$ cat src/rtl/uart_tx_arbiter_if.sv
// Byte-stream request ports and serial line of the UART transmit arbiter.
// master = the two requesters (bench / SoC side); slave = the arbiter itself.
interface uart_tx_arbiter_if;
    logic [7:0] s0_data;
    logic       s0_valid;
    logic       s0_ready;
    logic [7:0] s1_data;
    logic       s1_valid;
    logic       s1_ready;
    logic       uart_txd;
    logic       busy;
    logic [1:0] grant;
    logic [1:0] state_dbg;

    modport master (
        output s0_data, s0_valid, s1_data, s1_valid,
        input  s0_ready, s1_ready, uart_txd, busy, grant, state_dbg
    );

    modport slave (
        input  s0_data, s0_valid, s1_data, s1_valid,
        output s0_ready, s1_ready, uart_txd, busy, grant, state_dbg
    );
endinterface

$ cat src/rtl/uart_tx_arbiter.sv
// Two-port byte arbiter feeding one 8N1 UART transmitter; arbitration is per byte
// with a burst cap so one busy source cannot starve the other.
module uart_tx_arbiter #(
    parameter int CLKS_PER_BIT = 434,
    parameter int BURST_MAX    = 16
) (
    input  logic              clk,
    input  logic              rst,
    uart_tx_arbiter_if.slave  bus
);

    localparam int CW = (CLKS_PER_BIT > 1) ? $clog2(CLKS_PER_BIT) : 1;
    localparam int BW = $clog2(BURST_MAX + 1);
    localparam logic [CW-1:0] BAUD_LAST = CW'(CLKS_PER_BIT - 1);
    localparam logic [BW-1:0] BURST_LIM = BW'(BURST_MAX);

    typedef enum logic [1:0] {IDLE, START, DATA, STOP} state_t;

    // Handshake: a byte moves when sK_valid && sK_ready in the same cycle.
    // ready is only offered in IDLE, to the arbitration winner, and only while it is valid.
    state_t          state;
    logic [CW-1:0]   baud_cnt;
    logic [2:0]      bit_idx;
    logic [7:0]      shift_reg;
    logic            txd_q;
    logic            busy_q;
    logic [1:0]      grant_q;
    logic            last_owner;
    logic [BW-1:0]   burst_cnt;
    logic            pick;
    logic            handshake;
    logic            baud_last;

    always_comb begin
        pick = bus.s1_valid;
        if (bus.s0_valid && bus.s1_valid)
            pick = (burst_cnt < BURST_LIM) ? last_owner : ~last_owner;
    end

    assign bus.s0_ready  = (state == IDLE) && bus.s0_valid && !pick;
    assign bus.s1_ready  = (state == IDLE) && bus.s1_valid && pick;
    assign handshake     = bus.s0_ready || bus.s1_ready;
    assign baud_last     = (baud_cnt == BAUD_LAST);

    assign bus.uart_txd  = txd_q;
    assign bus.busy      = busy_q;
    assign bus.grant     = grant_q;
    assign bus.state_dbg = state;

    always_ff @(posedge clk or posedge rst) begin
        if (rst) begin
            state      <= IDLE;
            baud_cnt   <= '0;
            bit_idx    <= '0;
            shift_reg  <= '0;
            txd_q      <= 1'b1;
            busy_q     <= 1'b0;
            grant_q    <= 2'b00;
            last_owner <= 1'b0;
            burst_cnt  <= '0;
        end else begin
            case (state)
                IDLE: begin
                    if (handshake) begin
                        shift_reg <= pick ? bus.s1_data : bus.s0_data;
                        grant_q   <= pick ? 2'b10 : 2'b01;
                        busy_q    <= 1'b1;
                        txd_q     <= 1'b0;
                        baud_cnt  <= '0;
                        state     <= START;
                        // Saturating burst count for the repeat owner; a switch restarts it at 1.
                        if (pick == last_owner) begin
                            if (burst_cnt != BURST_LIM)
                                burst_cnt <= burst_cnt + 1'b1;
                        end else begin
                            last_owner <= pick;
                            burst_cnt  <= BW'(1);
                        end
                    end
                end
                START: begin
                    if (baud_last) begin
                        baud_cnt <= '0;
                        bit_idx  <= '0;
                        txd_q    <= shift_reg[0];
                        state    <= DATA;
                    end else begin
                        baud_cnt <= baud_cnt + 1'b1;
                    end
                end
                DATA: begin
                    if (baud_last) begin
                        baud_cnt <= '0;
                        if (bit_idx == 3'd7) begin
                            txd_q <= 1'b1;
                            state <= STOP;
                        end else begin
                            bit_idx   <= bit_idx + 1'b1;
                            txd_q     <= shift_reg[1];
                            shift_reg <= {1'b0, shift_reg[7:1]};
                        end
                    end else begin
                        baud_cnt <= baud_cnt + 1'b1;
                    end
                end
                STOP: begin
                    if (baud_last) begin
                        baud_cnt <= '0;
                        busy_q   <= 1'b0;
                        grant_q  <= 2'b00;
                        state    <= IDLE;
                    end else begin
                        baud_cnt <= baud_cnt + 1'b1;
                    end
                end
                default: state <= IDLE;
            endcase
        end
    end

endmodule
$ cat src/flat_wrapper.sv
// flat-port wrapper written by rule: the top's interface ports become plain ports
module uart_tx_arbiter_flat 
#(
    parameter int CLKS_PER_BIT = 434,
    parameter int BURST_MAX    = 16
)
  (clk, rst, bus_s0_data, bus_s0_valid, bus_s1_data, bus_s1_valid, bus_s0_ready, bus_s1_ready, bus_uart_txd, bus_busy, bus_grant, bus_state_dbg);
  uart_tx_arbiter_if bus_i ();
  input  logic clk;
  input  logic rst;
  input wire logic [$bits(bus_i.s0_data)-1:0] bus_s0_data;
  input wire logic [$bits(bus_i.s0_valid)-1:0] bus_s0_valid;
  input wire logic [$bits(bus_i.s1_data)-1:0] bus_s1_data;
  input wire logic [$bits(bus_i.s1_valid)-1:0] bus_s1_valid;
  output wire logic [$bits(bus_i.s0_ready)-1:0] bus_s0_ready;
  output wire logic [$bits(bus_i.s1_ready)-1:0] bus_s1_ready;
  output wire logic [$bits(bus_i.uart_txd)-1:0] bus_uart_txd;
  output wire logic [$bits(bus_i.busy)-1:0] bus_busy;
  output wire logic [$bits(bus_i.grant)-1:0] bus_grant;
  output wire logic [$bits(bus_i.state_dbg)-1:0] bus_state_dbg;
  assign bus_i.s0_data = bus_s0_data;
  assign bus_i.s0_valid = bus_s0_valid;
  assign bus_i.s1_data = bus_s1_data;
  assign bus_i.s1_valid = bus_s1_valid;
  assign bus_s0_ready = bus_i.s0_ready;
  assign bus_s1_ready = bus_i.s1_ready;
  assign bus_uart_txd = bus_i.uart_txd;
  assign bus_busy = bus_i.busy;
  assign bus_grant = bus_i.grant;
  assign bus_state_dbg = bus_i.state_dbg;
  uart_tx_arbiter #(.CLKS_PER_BIT(CLKS_PER_BIT), .BURST_MAX(BURST_MAX)) u_core (.clk(clk), .rst(rst), .bus(bus_i));
endmodule
$ cat config.mk
export PLATFORM = sky130hd
export DESIGN_NAME = uart_tx_arbiter_flat
export DESIGN_NICKNAME = d
export VERILOG_FILES = /design/src/rtl/uart_tx_arbiter_if.sv /design/src/rtl/uart_tx_arbiter.sv /design/src/flat_wrapper.sv
export SDC_FILE = /design/constraint.sdc
export NUM_CORES = 1
export LEC_CHECK = 0
export ABC_AREA = 1
export CAP_MARGIN = 0
export CORE_MARGIN = 4
export CORE_UTILIZATION = 49
export DETAILED_ROUTE_END_ITERATION = 10
export MAX_ROUTING_LAYER = met4
export PLACE_DENSITY = 0.87
export SLEW_MARGIN = 25
export SYNTH_ARGS = -nofsm -noshare
export SYNTH_HDL_FRONTEND = slang
export SYNTH_SLANG_ARGS = --single-unit
$ cat constraint.sdc
create_clock -name clk -period 1.5 [get_ports clk]
set_input_delay 0.3 -clock clk [delete_from_list [all_inputs] [get_ports clk]]
set_output_delay 0.3 -clock clk [all_outputs]
set_load 0.01 [all_outputs]
==> impl_metrics.tcl <==
set metrics [dict create \
    outcome "finished with violations" \
    violations_in_the_final_reports "setup timing" \
    slew_viol_final 0 \
    root_buffer "sky130_fd_sc_hd__clkbuf_8" \
    clock.fmax_ghz 0.627 \
    setup_viol 16 \
    path_clk_slew_ns 0.07 \
    critical_path.cell_chain "inv_2, ha_4, nand2_4, nor2_4, nand2_4, a21oi_4, nand3_2, nand2_1, nand2_1" \
    cpMaxStageDelayCell "sky130_fd_sc_hd__dfrtp_1" \
    initial_utilization_pct 52.1 \
    rsz0062_at_grt "yes" \
    dp_worst_setup_slack_ns -0.454 \
    largest_register_ff_count 9 \
    timing.hold.worst.class "in2async" \
    power_density_nw_per_um2 2010 \
    setup_tns_ns -0.636 \
    finalWirelength_mm 5.55 \
    grt_usage_pct 22.4 \
    grt_antenna_before_repair 0 \
    insertedDiodeCount 0 \
    setup.worst_path.class "reg2reg" \
    cts.sink_count 32 \
    synthXorXnorAreaFrac_pct 3.12 \
    slew_headroom_pct 80.9 \
    wl_per_cell_um 14.6 \
    vias_per_cell 5.27 \
    vias 2008 \
    place_hpwl_mm 3.38 \
    wire_length_of_the_first_global_routing_pass_mm 8.77 \
    die_w_um 71.3 \
    clock_latency_ns 0.29 \
    leakage_nw 1.51 \
    maximum_fanout_encountered_on_the_critical_timing_path 5 \
    synth.net_count 290 \
    total_of_buffers_placed_on_input_and_output_ports 27 \
    yosys.area_share.adder_pct 7.01 \
    cts_buffers 5 \
    dominant_combinational_cell_family_by_area_after_synthesis "simple AND/OR/NAND/NOR gates" \
    area_growth_pct 50.6 \
    vias_in_the_first_global_route 1961 \
    synth_cell_type_count 30 \
    num-nets-final 364 \
    muxShareOfSynthArea_pct 0 \
    ioPinCount 28 \
    synthesis.instances 259 \
    clock_tree_from_tritoncts "yes" \
    post_synth.cell_area_avg_um2 7.58 \
    critical_path.endpoint_type "flop" \
    synth_simple_gate_area_share_pct 37.2 \
    placeable_core_region_um2 3770 \
    die-area_um2 5080 \
    grt_max_degree 33 \
    worst_r2r_path_depth 9 \
    finalCriticalPeriod_ns 1.59 \
    finalPower_mw 5.94 \
    critical_path.startpoint_type "flop" \
    mappedNetlistArea_um2 1960 \
    final_hold_viol_count 0 \
    cp_data_required_time_ns 1.67 \
    std_cell_rows 22 \
    count_of_fill_cells_added_during_filler_insertion 247 \
    synth_seq_area_share_pct 40.9 \
    timing.max_cap.violations 0 \
    final_critical_path_setup_slack_ns -0.0949 \
    crit_arrival_ns 1.77 \
    ys_ff_latch 32 \
    clock-skew-final_ns 0.0105 \
    die_h_um 71.3 \
    cts-htree-levels 2 \
    drt_pre_antenna_iters 4 \
    synthesis.yosys.warnings 0 \
    global_route.overflow_total 0 \
    worst_stage_delay_on_the_critical_path_ns 0.42 \
    cts_hold_repair.buffers 0 \
    place_congestion 0.875 \
    share_of_the_synthesized_area_in_compound_gates_ao_oa_aoi_oai_pct 4.78 \
    drcViolationCount 0 \
    worst-slew-pin-transition_ns 0.284 \
    max-clock-path-buffers 2 \
    drive_gt1_share_pct 33.9 \
    vdd_drop_max_uv 769 \
    detail_route.iter0.violations 173 \
    ant_nets 0 \
    final.period_utilization_pct 106 \
]
worst max-delay path, delay by kind of cell (launching register included):
family | cells | cell delay (ns)
flops | 1 | 0.42
buf+inv | 1 | 0.11
compound gates | 1 | 0.22
simple gates | 6 | 0.56
fa+ha+maj | 1 | 0.16
kinds of logic after synthesis:
logic type,after synthesis
simple gates,160
buf+inv,32
flops,32
compound gates,17
xor+xnor,7
fa+ha+maj,11
cells in the final DEF (no fill, tap or decap), drive strengths merged:
cell	count
a21oi	2
buf	45
clkbuf	6
clkdlybuf4s50	18
clkinv	1
dfrtp	31
dfstp	1
dlygate4sd2	4
dlymetal6s2s	3
ha	11
inv	28
nand2	92
nand3	35
nand3b	1
nand4	7
nor2	23
nor3	1
o21ai	11
o22ai	4
or2	2
xnor2	1
xor2	6
routing by layer:
metal	up-vias	global-route usage (%)	share of wire, %
li1	977	-	-
met1	969	26.0	41
met2	55	38.8	52
met3	7	4.49	5.0
met4	0	7.31	1.3
met5	-	-	0
final cells by class:
class / instances / area [um^2] / share of cell area, %
sequential: 32 / 806 / 27.3
clock inverter: 1 / 5.00 / 0.169
tap: 48 / 60.1 / 2.03
inverter: 28 / 128 / 4.32
multi-input combinational: 196 / 1260 / 42.7
timing repair buffer: 70 / 623 / 21.1
clock buffer: 6 / 72.6 / 2.45
synthesized netlist by cell type (all sizes together):
cell type	count	area share, %
a21oi	2	0.70
buf	3	1.1
clkbuf	1	0.19
clkinv	1	0.45
dfrtp	31	40
dfstp	1	1.3
ha	11	7.0
inv	27	5.3
nand2	91	18
nand3	35	9.2
nand3b	1	0.38
nand4	7	2.2
nor2	23	6.6
nor3	1	0.25
o21ai	11	2.8
o22ai	4	1.3
or2	2	0.64
xnor2	1	0.45
xor2	6	2.7
report_power, final:
group / total, mW / leakage [nW] / internal (mW) / switching, mW
logic: 3.77 / 1.06 / 1.68 / 2.09
clock network: 0.633 / 0.0410 / 0.315 / 0.318
registers: 1.54 / 0.408 / 1.23 / 0.309
total: 5.94 / 1.51 / 3.23 / 2.71
stage by stage:
step | cell area, um^2 | hold slack (ns) | util (%) | cells
6_report | 2960 | 0.345 | 78.4 | 381
5_1_grt | 2960 | 0.379 | 78.4 | 381
4_1_cts | 2790 | 0.355 | 73.9 | 375
3_5_place_dp | 2510 | 0.454 | 66.7 | 357
3_3_place_gp | 2510 | 0.452 | 66.7 | 357
2_1_floorplan | 2000 | 0.415 | - | 259
worst paths after layout:
| kind | slack [ns] | startpoint | end |
|---|---|---|---|
| worst max-delay path | -0.09 | u_core.baud_cnt[1] | u_core.bus.state_dbg[0] |
| worst min-delay path | 0.35 | rst | u_core.baud_cnt[7] |
| worst max register to register | -0.09 | u_core.baud_cnt[1] | u_core.bus.state_dbg[0] |
| worst min register to register | 0.46 | u_core.bus.uart_txd | u_core.bus.uart_txd |
| max in group asynchronous | 0.91 | rst | u_core.bus.uart_txd |
| min in group clk | 0.46 | u_core.bus.uart_txd | u_core.bus.uart_txd |
timing repair:
item / 4_1_cts / 5_1_grt
cloned: 1 / 0
pin swaps: 15 / 15
gates resized for setup: 45 / 38
setup endpoints to repair: 32 / 35
buffers inserted: 10 / 6
No activity file was read; power rests on OpenSTA's default activity.
